### config.mk
export PLATFORM = sky130hd
export DESIGN_NAME = card_rom_arbiter
export DESIGN_NICKNAME = d
export VERILOG_FILES = /design/src/rtl/card_rom_arbiter.sv
export SDC_FILE = /design/constraint.sdc
export NUM_CORES = 1
export LEC_CHECK = 0
export BUFFER_PORTS_ARGS = -buffer_cell sky130_fd_sc_hd__buf_2
export CORE_MARGIN = 3
export CORE_UTILIZATION = 41
export DETAILED_ROUTE_END_ITERATION = 16
export GPL_TIMING_DRIVEN = 0
export PLACE_DENSITY = 0.87
export SLEW_MARGIN = 20
export SYNTH_ARGS = -nofsm -noshare
export SYNTH_HDL_FRONTEND = slang
export SYNTH_SLANG_ARGS = --single-unit
### constraint.sdc
create_clock -name clk_i -period 2.1 [get_ports clk_i]
set_input_delay 0.42 -clock clk_i [delete_from_list [all_inputs] [get_ports clk_i]]
set_output_delay 0.42 -clock clk_i [all_outputs]
set_load 0.02 [all_outputs]
### src/rtl/card_rom_arbiter.sv
// card_rom_arbiter
// Round-robin arbiter that lets NUM_REQ card-drawing requesters share one
// synchronous card image ROM. One request is accepted per cycle; the granted
// suit/address is registered toward the ROM, and a one-hot owner tag travels
// through a two-stage pipeline so the ROM data that comes back is flagged for
// the requester that asked for it.
//
// Ports
//   clk_i        clock, all logic on the rising edge
//   rst_ni       asynchronous active-low reset
//   req_valid_i  [NUM_REQ]             per-requester read request
//   req_suit_i   [NUM_REQ*2]           per-requester suit, slice i = [2i+1:2i]
//   req_addr_i   [NUM_REQ*ADDR_WIDTH]  per-requester pixel address
//   req_ready_o  [NUM_REQ]             one-hot grant (combinational)
//   rom_suit_o   [2]                   registered suit index to the ROM
//   rom_addr_o   [ADDR_WIDTH]          registered address to the ROM
//   rom_dout_i   [DATA_WIDTH]          ROM data, one cycle after suit/addr
//   rsp_valid_o  [NUM_REQ]             one-hot owner of rsp_data_o
//   rsp_data_o   [DATA_WIDTH]          returned pixel
module card_rom_arbiter #(
    parameter int NUM_REQ    = 4,
    parameter int ADDR_WIDTH = 11,
    parameter int DATA_WIDTH = 12
) (
    input  logic                          clk_i,
    input  logic                          rst_ni,
    input  logic [NUM_REQ-1:0]            req_valid_i,
    input  logic [NUM_REQ*2-1:0]          req_suit_i,
    input  logic [NUM_REQ*ADDR_WIDTH-1:0] req_addr_i,
    output logic [NUM_REQ-1:0]            req_ready_o,
    output logic [1:0]                    rom_suit_o,
    output logic [ADDR_WIDTH-1:0]         rom_addr_o,
    input  logic [DATA_WIDTH-1:0]         rom_dout_i,
    output logic [NUM_REQ-1:0]            rsp_valid_o,
    output logic [DATA_WIDTH-1:0]         rsp_data_o
);

    localparam int PTR_W = (NUM_REQ > 1) ? $clog2(NUM_REQ) : 1;

    logic [PTR_W-1:0]      ptr_q, ptr_d;
    logic [1:0]            rom_suit_q, rom_suit_d;
    logic [ADDR_WIDTH-1:0] rom_addr_q, rom_addr_d;
    logic [NUM_REQ-1:0]    tag1_q, tag1_d;
    logic [NUM_REQ-1:0]    tag2_q;

    logic [NUM_REQ-1:0]    grant;
    logic [PTR_W-1:0]      gnt_idx;
    logic                  gnt_any;

    logic [1:0]            suit_arr [NUM_REQ];
    logic [ADDR_WIDTH-1:0] addr_arr [NUM_REQ];

    always_comb begin
        for (int i = 0; i < NUM_REQ; i++) begin
            suit_arr[i] = req_suit_i[2*i +: 2];
            addr_arr[i] = req_addr_i[i*ADDR_WIDTH +: ADDR_WIDTH];
        end
    end

    // Scan from ptr upward, wrapping; the first valid requester wins.
    always_comb begin
        logic [PTR_W:0] scan;
        gnt_any = 1'b0;
        gnt_idx = '0;
        scan    = '0;
        for (int k = 0; k < NUM_REQ; k++) begin
            scan = {1'b0, ptr_q} + (PTR_W+1)'(k);
            if (scan >= (PTR_W+1)'(NUM_REQ)) begin
                scan = scan - (PTR_W+1)'(NUM_REQ);
            end
            if (!gnt_any && req_valid_i[scan[PTR_W-1:0]]) begin
                gnt_any = 1'b1;
                gnt_idx = scan[PTR_W-1:0];
            end
        end
        grant = gnt_any ? (NUM_REQ'(1) << gnt_idx) : '0;
    end

    always_comb begin
        ptr_d      = ptr_q;
        rom_suit_d = rom_suit_q;
        rom_addr_d = rom_addr_q;
        tag1_d     = '0;
        if (gnt_any) begin
            ptr_d      = (gnt_idx == PTR_W'(NUM_REQ - 1)) ? '0 : gnt_idx + 1'b1;
            rom_suit_d = suit_arr[gnt_idx];
            rom_addr_d = addr_arr[gnt_idx];
            tag1_d     = grant;
        end
    end

    always_ff @(posedge clk_i or negedge rst_ni) begin
        if (!rst_ni) begin
            ptr_q      <= '0;
            rom_suit_q <= '0;
            rom_addr_q <= '0;
            tag1_q     <= '0;
            tag2_q     <= '0;
        end else begin
            ptr_q      <= ptr_d;
            rom_suit_q <= rom_suit_d;
            rom_addr_q <= rom_addr_d;
            tag1_q     <= tag1_d;
            tag2_q     <= tag1_q;
        end
    end

    // Grant is masked by reset so nothing is accepted while rst_ni is low.
    assign req_ready_o = rst_ni ? grant : '0;
    assign rom_suit_o  = rom_suit_q;
    assign rom_addr_o  = rom_addr_q;
    assign rsp_valid_o = tag2_q;
    assign rsp_data_o  = rom_dout_i;

endmodule

==> results of run 1 <==
[flip-flops by register name (all words and copies together), names as in the netlist]
signal	flops
rom_addr_o	11
rsp_valid_o	4
tag1_q	4
ptr_q	2
rom_suit_o	2
[metal layers]
metal / global-route usage, % / up-vias / share of wire (%)
met2: 35.8 / 66 / 52
met5: 0 / - / 0
met1: 25.1 / 680 / 40
met3: 2.38 / 4 / 7.1
li1: - / 719 / -
met4: 6.48 / 0 / 1.2
[repair_timing]
action,CTS,global route
setup buffers,11,4
pin swaps,4,3
gates resized for setup,14,6
setup endpoints to repair,4,4
[power groups by stage]
stage	registers (uW)	logic, uW	clock network [uW]
floorplan	902	680	0
finish	732	1480	200
detailed placement	723	1240	0
global route	756	1590	232
CTS	729	1380	203
global placement	716	1220	0
[worst min-delay path by stage]
stage / start / end / slack (ns) / cells past startpoint
after CTS: rst_ni / rom_addr_o[9] / 0.12 / 1
after floorplan: rst_ni / ptr_q[0] / 0.12 / 0
final: rst_ni / rsp_valid_o[0] / 0.10 / 1
after detailed placement: tag1_q[2] / rsp_valid_o[2] / 0.34 / 0
after global routing: rst_ni / rom_addr_o[3] / 0.11 / 1
after global placement: tag1_q[0] / rsp_valid_o[0] / 0.33 / 0
[synthesized netlist by cell type, drive strengths merged]
cell type	instances	share of area (%)
a211oi	26	18
nor2	24	6.1
dfrtp	23	39
buf	20	11
mux2i	14	9.5
nor3b	13	6.6
nand2	4	1.0
and2	3	1.3
clkbuf	3	0.77
o22ai	3	1.7
a21boi	2	1.0
and3	2	0.85
nor2b	2	0.85
a21o	1	0.51
a311o	1	0.68
nand2b	1	0.43
or2	1	0.43
[cell usage in the layout, fill, tap and decap left out, drive strengths merged]
master,n
a211oi,26
a21boi,2
a21o,1
a311o,1
and2,3
and3,2
buf,120
clkbuf,7
dfrtp,23
mux2i,14
nand2,4
nand2b,1
nor2,24
nor2b,2
nor3b,13
o22ai,3
or2,1
[final cells by class]
type                       count  area (um2)  area share (%)
timing repair buffer         105         601            27.6
sequential                    23         578            26.6
buffer                        18         133            6.10
tap                           46        57.6            2.65
multi-input combinational     97         778            35.8
clock buffer                   4        26.3            1.21
[kinds of logic (layout without fill, tap and decap cells)]
logic type / Yosys count / in the layout / share of synthesized area, %
mux: 14 / 14 / 9.55
buf+inv: 23 / 127 / 11.9
flops: 23 / 23 / 39.2
compound gates: 33 / 33 / 21.7
simple gates: 50 / 50 / 17.6
[per-stage QoR]
step	hold slack [ns]	area, um2
after floorplan	0.124	1470
after global routing	0.110	2170
after CTS	0.116	2110
after global placement	0.332	1980
final	0.100	2170
after detailed placement	0.336	1980
==> reports/metrics.yaml, run 1 <==
nets: 318
crit_start: "ptr_q[1]"
power_uw: 2410
fin_skew_ns: 0.00248
leakage_uw: 0.00107
period_share_pct: 105
place_ws_ns: -0.215
drc: 0
syn-cell-area_um2: 1470
grt_overflow: 0
cts_hold_buf: 0
nFillCells: 287
cp.depth: 6
start_util_pct: 43.3
critical_path.max_fanout: 4
drt-total-wl_mm: 4.34
numCtsBuffers: 3
startpoint_type: "flop"
switching_share_pct: 42.7
dieArea_um2: 4330
clock_path_buffers: 2
ys_ff_latch: 23
p_comb_share_pct: 61.4
cp_slowest_stage_delay_ns: 0.47
path_delay_family: "simple AND/OR/NAND/NOR gates"
synthesis.nets: 213
seqPwrFrac_pct: 30.3
powerDensity_nw_per_um2: 1110
finalSetupViolCount: 4
antenna_found_initial: 0
r2r-start: "ptr_q[1]"
avgSynthCellArea_um2: 10.3
slew_headroom_pct: 61.3
dpl.cell_count: 279
cp_num_buf_inv: 2
firstDrtPassIters: 4
ant_nets: 0
worst_slack_ns: -0.113
rr_worst_depth: 8
fin_crit_ns: 2.21
dr.first_iter.drc_count: 71
p_switching_uw: 1030
r2r_end: "ptr_q[1]"
cp_cell_sequence: "buf_12 > a21boi_4 > o22ai_4 > or2_4 > and3_4 > buf_6"
io_buffer_count: 90
crit_arrival_ns: 1.79
worst-r2r-setup-slack_ns: 0.11
peakVddDrop_mv: 0.452
cts_max_level: 1
die_w_um: 65.8
routedWlPerCell_um: 14.8
end_kind: "primary output"
grt_start_max_net_pins: 28
cts-root-buf: "clkbuf_4"
slew_viol_final: 0
grt_pass1_wl_mm: 6.74
min_path_type: "input port to asynchronous set/reset pin"
io_pins: 103
gp_congestion: 0.871
grt_pass1_vias: 1495
worst_slew_pin_slew_ns: 0.581
critPathKind: "flop to primary output"
fin_tns_setup_ns: -0.288
violations: "setup timing"
outcome: "finished with violations"
syn_to_final_growth_pct: 48.1
synth_cells: 143
intPower_uw: 1380
p_clk_share_pct: 8.3
finalHoldViolations: 0
endpoint: "req_ready_o[0]"
cts_tree: "built"
cts.clk_slew.worst_paths_ns: 0.12
die_y_um: 65.8
synth_cell_type_count: 22
clk_latency_ns: 0.30
required_ns: 1.68
drive_gt1_share_pct: 60.3
fin_cells: 293
dpl.hpwl_mm: 3.02
vias: 1469
clkSinkCount: 23
maxCapViolations: 0
cp_slowest_cell: "dfrtp_2"
rsz0062_at_grt: "true"
core_area_um2: 3390
row_count: 21
synth.yosys.warnings: 0
diodes: 0
grt_usage_pct: 20.1
max_freq_mhz: 452
utilization_pct: 64.1
via_per_inst: 5.01
yosysSeqAreaShare_pct: 39.2
(Power assumes the default switching activity.)
==> run 2, diff against run 1 <==
- PLACE_DENSITY: 0.87 -> 0.92
==> run 2 against run 1 <==
Compared with the run above:
- the flow still finishes with violations (setup timing)
- largest power group unchanged
- worst hold slack got worse by 0.020 ns
- maximum frequency grew 2.4%
- highest routed layer unchanged
- first-iteration DRC count fell by 32%
- critical path depth is the same
- setup slack improved by 0.051 ns
- wire length is 0.35% lower
==> reports/metrics.yaml, run 2 (synthesis results as in run 1) <==
outcome: "finished with violations"
violations: "setup timing"
worst_slack_ns: -0.0615
via_per_inst: 5.03
clk_latency_ns: 0.31
max_freq_mhz: 463
grt_start_max_net_pins: 28
fin_crit_ns: 2.16
min_path_type: "input port to asynchronous set/reset pin"
crit_arrival_ns: 1.74
path_delay_family: "simple AND/OR/NAND/NOR gates"
largest_reg_flops: 11
critical_path.max_fanout: 8
core_area_um2: 3390
nFillCells: 277
drt-total-wl_mm: 4.32
required_ns: 1.68
slew_headroom_pct: 61.5
ant_nets: 0
cts_hold_buf: 0
cp_cell_sequence: "buf_6 > mux2i_1 > and2_4 > or2_4 > and3_4 > buf_6"
powerDensity_nw_per_um2: 1090
dr.first_iter.drc_count: 48
met3_usage_pct: 3.57
row_count: 21
layout_common_cells: "buf_2, buf_4, dfrtp_1"
leakage_uw: 0.00110
fin_tns_setup_ns: -0.115
maxCapViolations: 0
cts.clk_slew.worst_paths_ns: 0.13
critPathKind: "flop to primary output"
die_y_um: 65.8
cp_num_buf_inv: 2
peakVddDrop_mv: 0.529
use_met2_pct: 35.8
fin_cells: 298
drc: 0
period_share_pct: 103
grt_pass1_wl_mm: 6.32
routedWlPerCell_um: 14.5
dpl.hpwl_mm: 3.05
io_buffer_count: 90
io_pins: 103
cts-root-buf: "clkbuf_4"
finalHoldViolations: 0
syn_to_final_growth_pct: 50.9
diodes: 0
end_kind: "primary output"
cts_max_level: 1
finalSetupViolCount: 3
cts_tree: "built"
dpl.cell_count: 279
nets: 323
place_ws_ns: -0.214
grt_pass1_vias: 1399
holdWs_ns: 0.0800
fin_skew_ns: 0.00753
worst_slew_pin_slew_ns: 0.577
slew_viol_final: 0
final_common_cell: "buf_2"
grt_overflow: 0
dieArea_um2: 4330
startpoint_type: "flop"
cpMostUsedCell: "buf_6"
use_met1_pct: 21.4
start_util_pct: 43.3
drive_gt1_share_pct: 61.1
rsz0062_at_grt: "true"
numCtsBuffers: 3
firstDrtPassIters: 4
utilization_pct: 65.3
grt_usage_pct: 18.9
gp_congestion: 0.852
die_w_um: 65.8
vias: 1498
clkSinkCount: 23
clock_path_buffers: 2
cp_slowest_stage_delay_ns: 0.40
cp_slowest_cell: "dfrtp_1"
antenna_found_initial: 0
top_usage_layer: "met2"
==> run 2: changes by cell type in the layout (fill, tap and decap cells not counted), moves of 2 or more <==
cell and delta:
buf_2 -2, nor2_4 +2, nor2_2 -2, buf_4 +7
buf_6 +2, buf_12 -2
==> run 2: final timing paths <==
check / startpoint / to / slack, ns / cells past startpoint
worst min-delay path: rst_ni / rsp_valid_o[1] / 0.08 / 1
worst min register to register: tag1_q[0] / rsp_valid_o[0] / 0.37 / 0
worst max-delay path: ptr_q[1] / req_ready_o[0] / -0.06 / 6
worst max register to register: ptr_q[1] / rom_addr_o[4] / 0.10 / 8
min in group clk_i: tag1_q[0] / rsp_valid_o[0] / 0.37 / 0
max in group asynchronous: rst_ni / ptr_q[0] / 1.61 / 1
==> run 2: routing by layer <==
layer / vias up / part of all wire, %
met1: 706 / 39
met4: 0 / 1.3
li1: 722 / -
met2: 64 / 53
met5: - / 0
met3: 6 / 6.9
==> run 2: through the flow <==
stage	power, uW	instance area (um2)
6_report	2420	2210
5_1_grt	2570	2210
4_1_cts	2320	2130
3_3_place_gp	1930	1980
3_5_place_dp	1960	1980
2_1_floorplan	1580	1470
==> run 2: layout make-up <==
cell class | instances | area, um2 | area share [%]
Multi-Input combinational cell | 97 | 796 | 35.9
Timing Repair Buffer | 109 | 614 | 27.7
Sequential cell | 23 | 577 | 26.0
Buffer | 19 | 144 | 6.50
Tap cell | 46 | 57.6 | 2.60
Clock buffer | 4 | 26.3 | 1.19
==> run 2: power breakdown <==
| part | switching [uW] | total, uW | leakage [uW] | internal (uW) |
|---|---|---|---|---|
| registers | 83.7 | 712 | 0.000273 | 628 |
| logic | 815 | 1500 | 0.000811 | 686 |
| clock network | 136 | 210 | 0.0000150 | 74.1 |
==> run 2: what timing repair did <==
action | CTS | global route
buffers inserted | 11 | 8
endpoints found under the setup margin | 4 | 13
resized for setup | 15 | 12
pin swaps | 7 | 8
